## config.mk

```make
export PLATFORM = sky130hd
export DESIGN_NAME = lsu_subword_rmw
export DESIGN_NICKNAME = d
export VERILOG_FILES = /design/src/rtl/lsu_subword_rmw.sv
export SDC_FILE = /design/constraint.sdc
export NUM_CORES = 1
export LEC_CHECK = 0
export BUFFER_PORTS_ARGS = -buffer_cell sky130_fd_sc_hd__buf_4
export CELL_PAD_IN_SITES_DETAIL_PLACEMENT = 2
export CELL_PAD_IN_SITES_GLOBAL_PLACEMENT = 2
export CORE_MARGIN = 3
export CORE_UTILIZATION = 25
export DETAILED_ROUTE_END_ITERATION = 6
export PLACE_DENSITY = 0.84
export SYNTH_ARGS = -nofsm -noshare
export SYNTH_HDL_FRONTEND = slang
export SYNTH_SLANG_ARGS = --single-unit
```

## constraint.sdc

```tcl
create_clock -name clk -period 3.7 [get_ports clk]
set_input_delay 0.37 -clock clk [delete_from_list [all_inputs] [get_ports clk]]
set_output_delay 0.37 -clock clk [all_outputs]
set_load 0.1 [all_outputs]
```

## src/rtl/lsu_subword_rmw.sv

```systemverilog
// RV32I load/store unit: word-aligned RAM accesses, load lane extraction with
// sign/zero extension, read-modify-write for byte and halfword stores.
module lsu_subword_rmw #(
    parameter int unsigned MEM_SIZE = 16384
) (
    input  logic        clk,
    input  logic        rst,
    input  logic        req_valid,
    input  logic        req_we,
    input  logic [2:0]  req_funct3,
    input  logic [31:0] req_addr,
    input  logic [31:0] req_wdata,
    output logic        stall,
    output logic [31:0] rdata,
    output logic        rdata_valid,
    output logic        fault,
    output logic [31:0] mem_addr,
    output logic        mem_read,
    output logic        mem_write,
    output logic [31:0] mem_wdata,
    input  logic [31:0] mem_rdata
);

    localparam logic [2:0] S_IDLE   = 3'd0;
    localparam logic [2:0] S_LOAD   = 3'd1;
    localparam logic [2:0] S_WRITE  = 3'd2;
    localparam logic [2:0] S_RMW_RD = 3'd3;
    localparam logic [2:0] S_RMW_WR = 3'd4;
    localparam logic [2:0] S_RESP   = 3'd5;

    logic [2:0]  state;
    logic [1:0]  lane_q;
    logic [2:0]  funct3_q;
    logic        we_q;
    logic        fault_q;
    logic [15:0] wdata_q;

    logic [31:0] aligned_addr;
    logic        req_fault;
    logic [7:0]  lane_byte;
    logic [15:0] lane_half;
    logic [31:0] load_val;
    logic [31:0] merged;

    assign aligned_addr = {req_addr[31:2], 2'b00};

    // Stores only accept B/H/W; the unsigned encodings are load-only.
    always_comb begin
        req_fault = 1'b0;
        case (req_funct3)
            3'b000: req_fault = 1'b0;
            3'b001: req_fault = req_addr[0];
            3'b010: req_fault = (req_addr[1:0] != 2'b00);
            3'b100: req_fault = req_we;
            3'b101: req_fault = req_we | req_addr[0];
            default: req_fault = 1'b1;
        endcase
        if (aligned_addr >= 32'(MEM_SIZE))
            req_fault = 1'b1;
    end

    always_comb begin
        lane_byte = mem_rdata[7:0];
        case (lane_q)
            2'd0: lane_byte = mem_rdata[7:0];
            2'd1: lane_byte = mem_rdata[15:8];
            2'd2: lane_byte = mem_rdata[23:16];
            2'd3: lane_byte = mem_rdata[31:24];
            default: lane_byte = mem_rdata[7:0];
        endcase
        lane_half = lane_q[1] ? mem_rdata[31:16] : mem_rdata[15:0];

        case (funct3_q)
            3'b000: load_val = {{24{lane_byte[7]}}, lane_byte};
            3'b001: load_val = {{16{lane_half[15]}}, lane_half};
            3'b100: load_val = {24'd0, lane_byte};
            3'b101: load_val = {16'd0, lane_half};
            default: load_val = mem_rdata;
        endcase
    end

    always_comb begin
        merged = mem_rdata;
        if (funct3_q[1:0] == 2'b00) begin
            case (lane_q)
                2'd0: merged[7:0]   = wdata_q[7:0];
                2'd1: merged[15:8]  = wdata_q[7:0];
                2'd2: merged[23:16] = wdata_q[7:0];
                2'd3: merged[31:24] = wdata_q[7:0];
                default: merged = mem_rdata;
            endcase
        end else if (lane_q[1]) begin
            merged[31:16] = wdata_q;
        end else begin
            merged[15:0] = wdata_q;
        end
    end

    always_ff @(posedge clk) begin
        if (rst) begin
            state     <= S_IDLE;
            lane_q    <= '0;
            funct3_q  <= '0;
            we_q      <= 1'b0;
            fault_q   <= 1'b0;
            wdata_q   <= '0;
            rdata     <= '0;
            mem_addr  <= '0;
            mem_wdata <= '0;
        end else begin
            case (state)
                S_IDLE: begin
                    if (req_valid) begin
                        lane_q   <= req_addr[1:0];
                        funct3_q <= req_funct3;
                        we_q     <= req_we;
                        fault_q  <= req_fault;
                        wdata_q  <= req_wdata[15:0];
                        mem_addr <= aligned_addr;
                        if (req_fault) begin
                            state <= S_RESP;
                        end else if (!req_we) begin
                            state <= S_LOAD;
                        end else if (req_funct3[1:0] == 2'b10) begin
                            // Full-word store data goes straight to the write register.
                            mem_wdata <= req_wdata;
                            state     <= S_WRITE;
                        end else begin
                            state <= S_RMW_RD;
                        end
                    end
                end
                S_LOAD: begin
                    rdata <= load_val;
                    state <= S_RESP;
                end
                S_WRITE:  state <= S_RESP;
                S_RMW_RD: begin
                    mem_wdata <= merged;
                    state     <= S_RMW_WR;
                end
                S_RMW_WR: state <= S_RESP;
                S_RESP:   state <= S_IDLE;
                default:  state <= S_IDLE;
            endcase
        end
    end

    assign stall       = ((state == S_IDLE) & req_valid) |
                         ((state != S_IDLE) & (state != S_RESP));
    assign mem_read    = (state == S_LOAD) | (state == S_RMW_RD);
    assign mem_write   = ((state == S_WRITE) | (state == S_RMW_WR)) & ~rst;
    assign rdata_valid = (state == S_RESP) & ~fault_q & ~we_q;
    assign fault       = (state == S_RESP) & fault_q;

endmodule

```

## After elaboration in Yosys (flattened, before gate mapping)

Index checks and enable logic that the tools add are counted.

- Register bits after elaboration: 120
- Bits of input ports: 103
- Output and inout bits: 101
- Logic and storage cells: 77

- $lt $le $gt $ge: 1
- Equal/unequal tests: 21
- Muxes and demuxes: 22
- Bitwise operators: 13
- Reduce and logical (&&, ||, !) cells: 11

Operators with widths:

| cell | count |
|---|---|
| 2-to-1 mux 32 bit | 5 |
| case mux 32 bit (4 select lines) | 1 |
| case mux 32 bit (2 select lines) | 1 |
| 2-to-1 mux 16 bit | 3 |
| greater-or-equal comparator 32 x 15 -> 1 bit (second input constant) | 1 |
| 2-to-1 mux 8 bit | 4 |
| case mux 8 bit (4 select lines) | 1 |
| equality test 3 bit (second input constant) | 6 |
| equality test 3 x 1 -> 1 bit (second input constant) | 3 |
| equality test 3 x 2 -> 1 bit (second input constant) | 3 |
| logical NOT 3 bit | 3 |
| case mux 3 bit (3 select lines) | 1 |
| != test 2 bit (second input constant) | 4 |
| bitwise AND 1 bit | 6 |
| equality test 2 bit (second input constant) | 3 |
| 2-to-1 mux 3 bit | 2 |
| case mux 1 bit (5 select lines) | 1 |
| AND reduction 5 bit | 1 |
| logical NOT 2 bit | 2 |
| bitwise OR 1 bit | 4 |
| nonzero test 2 bit | 2 |
| != test 3 bit (second input constant) | 1 |
| NOT 1 bit | 3 |
| nonzero test 3 bit | 1 |
| other kinds (5) | 6 |

## Depth between registers and ports, before layout

Gate-level depths: netlist of run 1.

- Depth after elaboration: 6
- Depth in mapped cells: 8
- Depth with buffers taken out: 5

## Worst setup path before layout of run 1

No wires, ideal clock.

- Path type: flip-flop to output port
- Start point: register state[1]
- End point: output rdata_valid
- Arrival time: 3.398 ns
- Data required time: 3.330 ns
- Path slack: -0.068 ns
- Stages on the path, launching flop included: 3
- Path buffers: 1
- Cells stage by stage: dfxtp_1 > clkbuf_1 > nor4_1

- Longest elaborated chain between the ends: 3

Ends and longest elaborated chain:

| item | line | text |
|---|---|---|
| start: declaration | 31 | `logic [2:0] state;` |
| start signal: assignment | 101 | `state <= S_IDLE;` |
| start signal: assignment | 121 | `state <= S_RESP;` |
| start signal: assignment | 123 | `state <= S_LOAD;` |
| equality test 3 bit | 153 | `assign rdata_valid = (state == S_RESP) & ~fault_q & ~we_q;` |
| bitwise AND 1 bit (2 in series) | 153 |  |
| end: declaration | 15 | `output logic rdata_valid,` |

No other way between the ends.

## Final worst setup path of run 1

- Start point: register state[2]
- End point: register mem_wdata[5]

- Longest elaborated chain between the ends: 3
- Elaborated cells between the ends (all ways): 9
- Those cells by class: 5 x eq/ne; 1 x mux; 3 x reduce/logical

Ends and longest elaborated chain:

| item | line | text |
|---|---|---|
| equality test 3 x 2 -> 1 bit / logical NOT 3 bit (equally long branches) | 111 | `case (state)` |
| nonzero test 2 bit (no source line) / != test 2 bit (equally long branches) | -- |  |
| AND reduction 5 bit (no source line) | -- |  |
| end signal: assignment | 126 | `mem_wdata <= req_wdata;` |
| end signal: assignment | 139 | `mem_wdata <= merged;` |
| end: declaration | 20 | `output logic [31:0] mem_wdata,` |

Parallel ways exist; a longest one is shown, timed or not.
A chain may end at the register's enable or synchronous reset.

==> results of run 1 <==
[layout make-up]
type | count | area (sq um)
clock inverter | 14 | 248
fill | 2629 | 14600
tap | 313 | 392
timing repair buffer | 213 | 1610
multi-input combinational | 539 | 3260
sequential | 120 | 2400
inverter | 2 | 7.51
clock buffer | 18 | 429
[metrics by stage]
step	area, sq um	hold WS, ns
2_1_floorplan	5940	0.433
3_3_place_gp	7670	0.440
3_5_place_dp	7670	0.452
4_1_cts	8350	0.168
5_1_grt	8350	0.202
6_report	8350	0.188
[how the worst max path moves through the flow]
stage	startpoint	to	slack [ns]	cells past startpoint
2_1_floorplan	rst	mem_write	0.32	4
3_3_place_gp	req_addr[23]	mem_wdata[23]$_SDFFE_PP0P_	1.01	7
3_5_place_dp	req_addr[23]	mem_wdata[5]$_SDFFE_PP0P_	0.94	7
4_1_cts	state[2]$_SDFFE_PP0P_	mem_wdata[5]$_SDFFE_PP0P_	1.03	5
5_1_grt	state[2]$_SDFFE_PP0P_	mem_wdata[5]$_SDFFE_PP0P_	0.90	5
6_report	state[2]$_SDFFE_PP0P_	mem_wdata[5]$_SDFFE_PP0P_	1.11	5
[logic make-up (layout without fill, tap and decap cells)]
family	after synthesis	after routing	synth area share
xor gates and xnor gates	1	1	0.00148
buffers and inverters	64	247	0.0473
AOI/OAI and AO/OA	173	173	0.188
muxes	64	64	0.126
other	1	2	0.000632
DFF	120	120	0.405
and+or+nand+nor	299	299	0.232
[layer usage]
metal	vias to the layer above	share of wire	track usage
met5	-	0	0
met1	3009	0.41	0.229
li1	2869	-	-
met3	30	0.076	0.0649
met2	188	0.50	0.342
met4	0	0.016	0.0497
[power breakdown]
group	internal [uW]	leakage, uW	total [uW]	switching (uW)
Combinational	282	0.00229	1050	766
Sequential	1370	0.000979	1430	63.7
Clock	1270	0.000321	1940	669
Total	2920	0.00359	4420	1500
[sequential cells by signal, indices dropped and copies added (netlist names)]
name,cells
we_q,1
funct3_q,3
rdata,32
lane_q,2
state,3
fault_q,1
mem_wdata,32
mem_addr,30
wdata_q,16
[synthesized netlist by cell type (3+ instances only)]
master,number,share of area
and3_1,7,0.0074
nand2b_1,19,0.020
a21oi_1,67,0.057
nor2_1,64,0.041
buf_1,5,0.0032
nand2_1,134,0.085
buf_6,3,0.0057
buf_2,5,0.0042
a211o_1,16,0.024
nor4_1,7,0.0074
o21ai_0,26,0.022
clkbuf_1,46,0.029
a2bb2oi_1,7,0.010
nor3_1,25,0.021
buf_4,3,0.0038
mux2_2,15,0.028
mux2_4,14,0.035
nand3b_1,8,0.010
dfxtp_1,120,0.41
a211oi_1,26,0.033
o21ai_1,4,0.0034
nor2b_1,21,0.022
a221oi_1,17,0.025
mux2i_1,32,0.054
==> reports/metrics.csv, run 1 <==
metric,value,unit
Avg WL per Cell,20.8,um
total track usage,0.195,
Slew Limit Fails,0,
post-route non-filler standard cell count,1219,
Synth Flop Type,dfxtp_1,
cell area after synthesis,5930,sq um
pwr dens,529,nW/um^2
WP data arrival,2.94,ns
Root Driver,clkbuf_16,
Mapped Avg Cell Area,8.21,sq um
dpl cells,1187,
number of gates resized after CTS,0,
LEAKAGE,0.00359,uW
"FFs w/ async S/R, synth",0,
"most common cell after layout, fill and taps aside",buf_4,
Yosys warnings,0,
clk_lat worst skew,0.42,ns
CP Class,reg2reg,
Total Power,4420,uW
post-synthesis register bit count,120,
average vias per placed instance,5.00,
Final Util,0.363,
"critical path fanouts, max",26,
die area,25600,sq um
status,finished clean,
FF-to-FF End,mem_wdata[5]$_SDFFE_PP0P_,
Initial Util,0.258,
Total Nets Final,996,
CP cell instances,"nor2b_1, nand2_1, o31a_2, buf_4, mux2i_1",
width of the die,160,um
placed wire-length estimate,18500,um
most frequent cells in the layout,"buf_4, nand2_1, dfxtp_1, a21oi_1, nor2_1",
H-tree depth,4,
critical path buffer and inverter count,1,
Hold Crit Start,req_we,
worst slack at placement,0.942,ns
initial antenna violation count,0,
clk_skew,0.0102,ns
headroom to the max-slew limit,0.363,
first-pass GRT wire length,39300,um
RSZ-0062 raised after global routing,no,
Setup Viol. Count Final,0,
setup TNS,0,ns
largest net degree at the start of global routing,59,
I/O pin cnt,204,
final WL,25300,um
fraction of the yosys area taken by sequential cells,0.405,
Num CTS Buffers,17,
# Post-CTS Setup Buffers,0,
Chip Height,160,um
via count,6096,
Worst Hold End,state[0]$_SDFFE_PP0P_,
# port buffers,201,
GRT Residual Overflow,0,
crit-path leading delay family,compound AO/OA/AOI/OAI gates,
Critical Path RT,4.04,ns
crit end category,flop,
"EDFF count, synth",0,
Final period util,0.700,
row count,55,
worst setup margin,1.11,ns
Hold Buf Count CTS,0,
# diodes,0,
clk buf depth,2,
Reg2Reg Depth,5,
layout cells sized above 1,0.312,
First-pass DRT Iterations,5,
CORE AREA,23000,sq um
hold depth,2,
clk slew on worst S/H paths,0.06,ns
gpl congestion,0.844,
Fmax,386,MHz
Gate Count Post-Synth,722,
Worst path max stage delay,0.87,ns
Synth-to-Final Area Change,40.9,%
Hold WC Path Type,in2reg,
First DRT Iteration DRCs,327,
vias in the first global route,6646,
CTS tree,built,
nature of the critical path startpoint,flop,
antenna-violating nets left,0,
clk sinks,120,
Yosys cell types,48,
CP max stage cell,o31a_2,
maxcap violations,0,
worst vdd ir,310,uV
Final min period,2.59,ns
drt drc,0,
worst-margin pin slew,0.953,ns
final number of hold-violating endpoints,0,
R2R Setup Slk,1.11,ns
reg2reg start,state[2]$_SDFFE_PP0P_,
No activity file was read; power rests on OpenSTA's default activity.
==> inputs of run 2 (changes only) <==
==> constraint.sdc (replaced) <==
create_clock -name clk -period 2.6 [get_ports clk]
set_input_delay 0.26 -clock clk [delete_from_list [all_inputs] [get_ports clk]]
set_output_delay 0.26 -clock clk [all_outputs]
set_load 0.1 [all_outputs]
==> run 2 against run 1 <==
Compared with the run above:
- first-iteration DRC count is 8.9% higher
- power grew 39%
- combinational power rose by 43%
- worst hold slack got worse by 0.12 ns
==> reports/metrics.csv, run 2 (same netlist as run 1, synthesis figures left out) <==
metric,value,unit,change
row count,55,,unchanged
Flop pwr share,0.331,,was 0.324
most frequent cells in the layout,"buf_4, nand2_1, dfxtp_1, a21oi_1, nor2_1",,unchanged
First DRT Iteration DRCs,356,,was 327
number of gates resized after CTS,0,,unchanged
I/O pin cnt,204,,unchanged
Avg WL per Cell,20.7,um,was 20.8 um
H-tree depth,4,,unchanged
Critical Path RT,2.90,ns,was 4.04 ns
Filler cells,2660,,was 2629
Setup Viol. Count Final,0,,unchanged
vias in the first global route,6730,,was 6646
clk buf depth,2,,unchanged
P_int,4070,uW,was 2920 uW
Slew Limit Fails,0,,unchanged
pwr dens,730,nW/um^2,was 529 nW/um^2
R2R Setup Slk,0.28,ns,was 1.11 ns
Chip Height,160,um,unchanged
drt drc,0,,unchanged
clk slew on worst S/H paths,0.06,ns,about the same
worst vdd ir,393,uV,was 310 uV
crit end category,flop,,unchanged
gpl congestion,0.829,,was 0.844
Final period util,0.892,,was 0.700
placed wire-length estimate,18600,um,was 18500 um
Initial Util,0.258,,unchanged
reg2reg start,funct3_q[1]$_SDFFE_PP0P_,,was state[2]$_SDFFE_PP0P_
Final min period,2.32,ns,was 2.59 ns
clk_lat worst skew,0.43,ns,was 0.42 ns
"critical path fanouts, max",12,,was 26
# Post-CTS Setup Buffers,0,,unchanged
Comb pwr share,0.245,,was 0.237
CTS tree,built,,unchanged
# diodes,0,,unchanged
Total Nets Final,1003,,was 996
# port buffers,201,,unchanged
"most common cell after layout, fill and taps aside",buf_4,,unchanged
worst-margin pin slew,0.760,ns,was 0.953 ns
Hold Worst Slack,0.0700,ns,was 0.188 ns
Synth-to-Final Area Change,41.5,%,was 40.9%
Num CTS Buffers,17,,unchanged
clk_skew,0.0290,ns,was 0.0102 ns
FF-to-FF End,mem_wdata[27]$_SDFFE_PP0P_,,was mem_wdata[5]$_SDFFE_PP0P_
headroom to the max-slew limit,0.493,,was 0.363
first-pass GRT wire length,39400,um,was 39300 um
Hold Buf Count CTS,0,,unchanged
hold depth,2,,unchanged
First-pass DRT Iterations,5,,unchanged
Root Driver,clkbuf_16,,unchanged
layout cells sized above 1,0.320,,was 0.312
CP Class,reg2reg,,unchanged
total track usage,0.195,,about the same
Final Util,0.365,,was 0.363
Fmax,431,MHz,was 386 MHz
setup TNS,0,ns,unchanged
via count,6130,,was 6096
antenna-violating nets left,0,,unchanged
Worst Hold End,state[0]$_SDFFE_PP0P_,,unchanged
clock network fraction of total power,0.423,,was 0.439
CORE AREA,23000,sq um,unchanged
biggest regs,"mem_wdata x32, rdata x32, mem_addr x30",,unchanged
width of the die,160,um,unchanged
die area,25600,sq um,unchanged
final WL,25300,um,about the same
clk sinks,120,,unchanged
Hold Crit Start,req_we,,unchanged
initial antenna violation count,1,,was 0
Hold WC Path Type,in2reg,,unchanged
final number of hold-violating endpoints,0,,unchanged
Reg2Reg Depth,5,,unchanged
nature of the critical path startpoint,flop,,unchanged
GRT Residual Overflow,0,,unchanged
maxcap violations,0,,unchanged
LEAKAGE,0.00362,uW,was 0.00359 uW
status,finished clean,,unchanged
largest net degree at the start of global routing,63,,was 59
net switching power figure,2050,uW,was 1500 uW
Switching Share,0.335,,was 0.339
RSZ-0062 raised after global routing,no,,unchanged
average vias per placed instance,5.01,,was 5.00
WP data arrival,2.62,ns,was 2.94 ns
## run 2: power groups by stage
stage	combinational [uW]	clock [uW]	sequential, uW
4_1_cts	1520	2660	2030
6_report	1500	2590	2030
3_3_place_gp	1480	0	2060
2_1_floorplan	473	0	2620
5_1_grt	1590	2730	2040
3_5_place_dp	1510	0	2060
## run 2: worst max-delay path, cell delays in order (launching register included)
cell and delay (ns):
dfxtp_1 0.61, or2_1 0.36, o21ai_1 0.26, a221oi_1 0.60, nor3_1 0.10, mux2_4 0.29
## run 2: layout make-up
cell class	count	area (sq um)	area share
clock inverter	7	141	0.0169
multi-input combinational	539	3270	0.390
tap	313	392	0.0467
sequential	120	2400	0.286
inverter	2	7.51	0.000895
timing repair buffer	220	1680	0.200
clock buffer	22	494	0.0589
## run 2: worst max path at each step
stage	from	endpoint	slack (ns)
2_1_floorplan	state[0]$_SDFFE_PP0P_	mem_wdata[27]$_SDFFE_PP0P_	-0.01
3_3_place_gp	req_addr[23]	mem_wdata[22]$_SDFFE_PP0P_	0.13
3_5_place_dp	req_addr[28]	mem_wdata[16]$_SDFFE_PP0P_	0.14
4_1_cts	funct3_q[1]$_SDFFE_PP0P_	mem_wdata[27]$_SDFFE_PP0P_	0.30
5_1_grt	funct3_q[1]$_SDFFE_PP0P_	mem_wdata[27]$_SDFFE_PP0P_	0.17
6_report	funct3_q[1]$_SDFFE_PP0P_	mem_wdata[27]$_SDFFE_PP0P_	0.28
## run 2: through the flow
stage	worst slack, ns	instance area (sq um)	std cells	power [uW]
after global placement	0.133	7750	1194	3540
after detailed placement	0.136	7750	1194	3570
after CTS	0.295	8390	1223	6200
final	0.282	8390	1223	6120
after global routing	0.172	8390	1223	6370
after floorplan	-0.0124	5950	723	3100
## run 2: per-layer routing
metal | share of wire | vias to the layer above | wire length (um) | GRT usage
met5 | 0.00028 | - | 7 | 0
met4 | 0.0058 | 2 | 146 | 0.0367
met3 | 0.077 | 10 | 1940 | 0.0677
met2 | 0.51 | 190 | 12800 | 0.342
met1 | 0.41 | 3046 | 10300 | 0.234
li1 | - | 2882 | - | -
==> inputs of run 3 (changes only) <==
--- a/config.mk
+++ b/config.mk
@@ -6,12 +6,12 @@
 export NUM_CORES = 1
 export LEC_CHECK = 0
 export BUFFER_PORTS_ARGS = -buffer_cell sky130_fd_sc_hd__buf_4
-export CELL_PAD_IN_SITES_DETAIL_PLACEMENT = 2
-export CELL_PAD_IN_SITES_GLOBAL_PLACEMENT = 2
+export CELL_PAD_IN_SITES_DETAIL_PLACEMENT = 1
+export CELL_PAD_IN_SITES_GLOBAL_PLACEMENT = 1
 export CORE_MARGIN = 3
 export CORE_UTILIZATION = 25
 export DETAILED_ROUTE_END_ITERATION = 6
-export PLACE_DENSITY = 0.84
+export PLACE_DENSITY = 0.71
 export SYNTH_ARGS = -nofsm -noshare
 export SYNTH_HDL_FRONTEND = slang
 export SYNTH_SLANG_ARGS = --single-unit
==> run 3 against run 2 <==
Compared with the run above:
- count of clock-buffer cells in the layout stayed put
- core utilization is 0.20 points lower
- largest power group unchanged
- design area is 0.55% lower
- critical endpoint unchanged
- global-route usage is 2.0 points lower
- sequential power hardly changed
- sequential cell count stayed put
- critical path depth stayed put
- sequential share of layout area is 0.16 points higher
- via count is 2.7% lower
- largest cell class unchanged
- clock power is 12% lower
- register-to-register slack better by 0.07 ns
- final cell count is 0.25% higher
==> reports/metrics.csv, run 3 (same netlist as run 1, synthesis figures left out) <==
metric,value,unit,change
status,finished clean,,unchanged
total track usage,0.175,,was 0.195
antenna-violating nets left,0,,unchanged
gpl congestion,0.855,,was 0.829
met3 WL,1990,um,was 1940 um
Hold Buf Count CTS,0,,unchanged
"most common cell after layout, fill and taps aside",buf_4,,unchanged
Final Util,0.363,,was 0.365
row count,55,,unchanged
Final period util,0.863,,was 0.892
number of gates resized after CTS,0,,unchanged
Initial Util,0.258,,unchanged
biggest regs,"mem_wdata x32, rdata x32, mem_addr x30",,unchanged
CTS tree,built,,unchanged
first-pass GRT wire length,35400,um,was 39400 um
vias in the first global route,6210,,was 6730
metal2 WL,10700,um,was 12800 um
layout cells sized above 1,0.323,,was 0.320
First-pass DRT Iterations,4,,was 5
die area,25600,sq um,unchanged
reg2reg start,funct3_q[1]$_SDFFE_PP0P_,,unchanged
dpl cells,1197,,was 1194
Total Nets Final,1006,,was 1003
most frequent cells in the layout,"buf_4, nand2_1, dfxtp_1, a21oi_1, nor2_1",,unchanged
initial antenna violation count,1,,unchanged
Avg WL per Cell,18.7,um,was 20.7 um
average vias per placed instance,4.86,,was 5.01
width of the die,160,um,unchanged
Num CTS Buffers,17,,unchanged
CP Class,reg2reg,,unchanged
# diodes,0,,unchanged
Fmax,446,MHz,was 431 MHz
RSZ-0062 raised after global routing,no,,unchanged
clk_lat worst skew,0.41,ns,was 0.43 ns
worst-margin pin slew,0.888,ns,was 0.760 ns
I/O pin cnt,204,,unchanged
Worst Setup SP,funct3_q[1]$_SDFFE_PP0P_,,unchanged
Hold WC Path Type,in2reg,,unchanged
clk sinks,120,,unchanged
CORE AREA,23000,sq um,unchanged
pwr dens,693,nW/um^2,was 730 nW/um^2
via count,5964,,was 6130
maxcap violations,0,,unchanged
design area,8340,sq um,was 8390 sq um
WP data arrival,2.55,ns,was 2.62 ns
Critical Path RT,2.90,ns,about the same
final number of hold-violating endpoints,0,,unchanged
nature of the critical path startpoint,flop,,unchanged
# port buffers,201,,unchanged
H-tree depth,4,,unchanged
Synth-to-Final Area Change,40.7,%,was 41.5%
post-route non-filler standard cell count,1226,,was 1223
GRT Residual Overflow,0,,unchanged
placed wire-length estimate,17100,um,was 18600 um
Final min period,2.24,ns,was 2.32 ns
drt drc,0,,unchanged
Slew Limit Fails,0,,unchanged
Root Driver,clkbuf_16,,unchanged
worst setup margin,0.356,ns,was 0.282 ns
clk_skew,0.00840,ns,was 0.0290 ns
Hold Crit Start,req_we,,unchanged
clk slew on worst S/H paths,0.06,ns,about the same
met1 wire length,9860,um,was 10300 um
"critical path fanouts, max",11,,was 12
DR top layer,met5,,unchanged
headroom to the max-slew limit,0.408,,was 0.493
Chip Height,160,um,unchanged
First DRT Iteration DRCs,282,,was 356
Setup Viol. Count Final,0,,unchanged
worst vdd ir,429,uV,was 393 uV
# Post-CTS Setup Buffers,0,,unchanged
LEAKAGE,0.00359,uW,was 0.00362 uW
"Cell Area, Placed",7780,sq um,was 7750 sq um
final WL,22900,um,was 25300 um
Total Power,5780,uW,was 6120 uW
largest net degree at the start of global routing,81,,was 63
worst slack at placement,0.0724,ns,was 0.136 ns
clk buf depth,2,,unchanged
crit end category,flop,,unchanged
==> run 3: cell count changes in the layout (fill, tap and decap cells not counted), sizes merged <==
cell	previous run	this run
clkinvlp	1	4
bufinv	4	1
buf	220	223
==> run 3: area by class of cell <==
class / instances / area [sq um]
multi-input cells: 539 / 3280
well taps: 313 / 392
flip-flops and latches: 120 / 2400
inverters: 2 / 7.51
fillers: 2766 / 14600
repair buffers: 223 / 1700
clock buffers: 22 / 494
clock inverters: 7 / 70.1
==> run 3: metrics by stage <==
stage               hold WS [ns]  TNS, ns
global route              0.0837        0
finish                    0.0725        0
global placement           0.441        0
detailed placement         0.449        0
CTS                       0.0536        0
floorplan                  0.379   -0.109
==> run 3: metal layers <==
layer	vias to the layer above	GRT usage
li1	2892	-
met1	2844	0.221
met2	203	0.285
met3	23	0.0636
met4	2	0.0414
met5	-	0
==> run 3: critical path, cell delays in order (launching register included) <==
cell	delay (ns)
dfxtp_1	0.59
or2_1	0.33
o21ai_1	0.26
a221oi_1	0.56
nor3_1	0.10
mux2_4	0.30
==> run 3: worst paths after layout <==
path                                end  slack (ns)  cells past startpoint
max          mem_wdata[27]$_SDFFE_PP0P_        0.36                      5
min               state[0]$_SDFFE_PP0P_        0.07                      2
max reg2reg  mem_wdata[27]$_SDFFE_PP0P_        0.36                      5
min reg2reg   mem_addr[11]$_SDFFE_PP0P_        0.45                      2
==> run 3: report_power, final <==
group          switching [uW]  internal (uW)
Clock                     853           1420
Combinational            1080            410
Sequential               75.7           1950
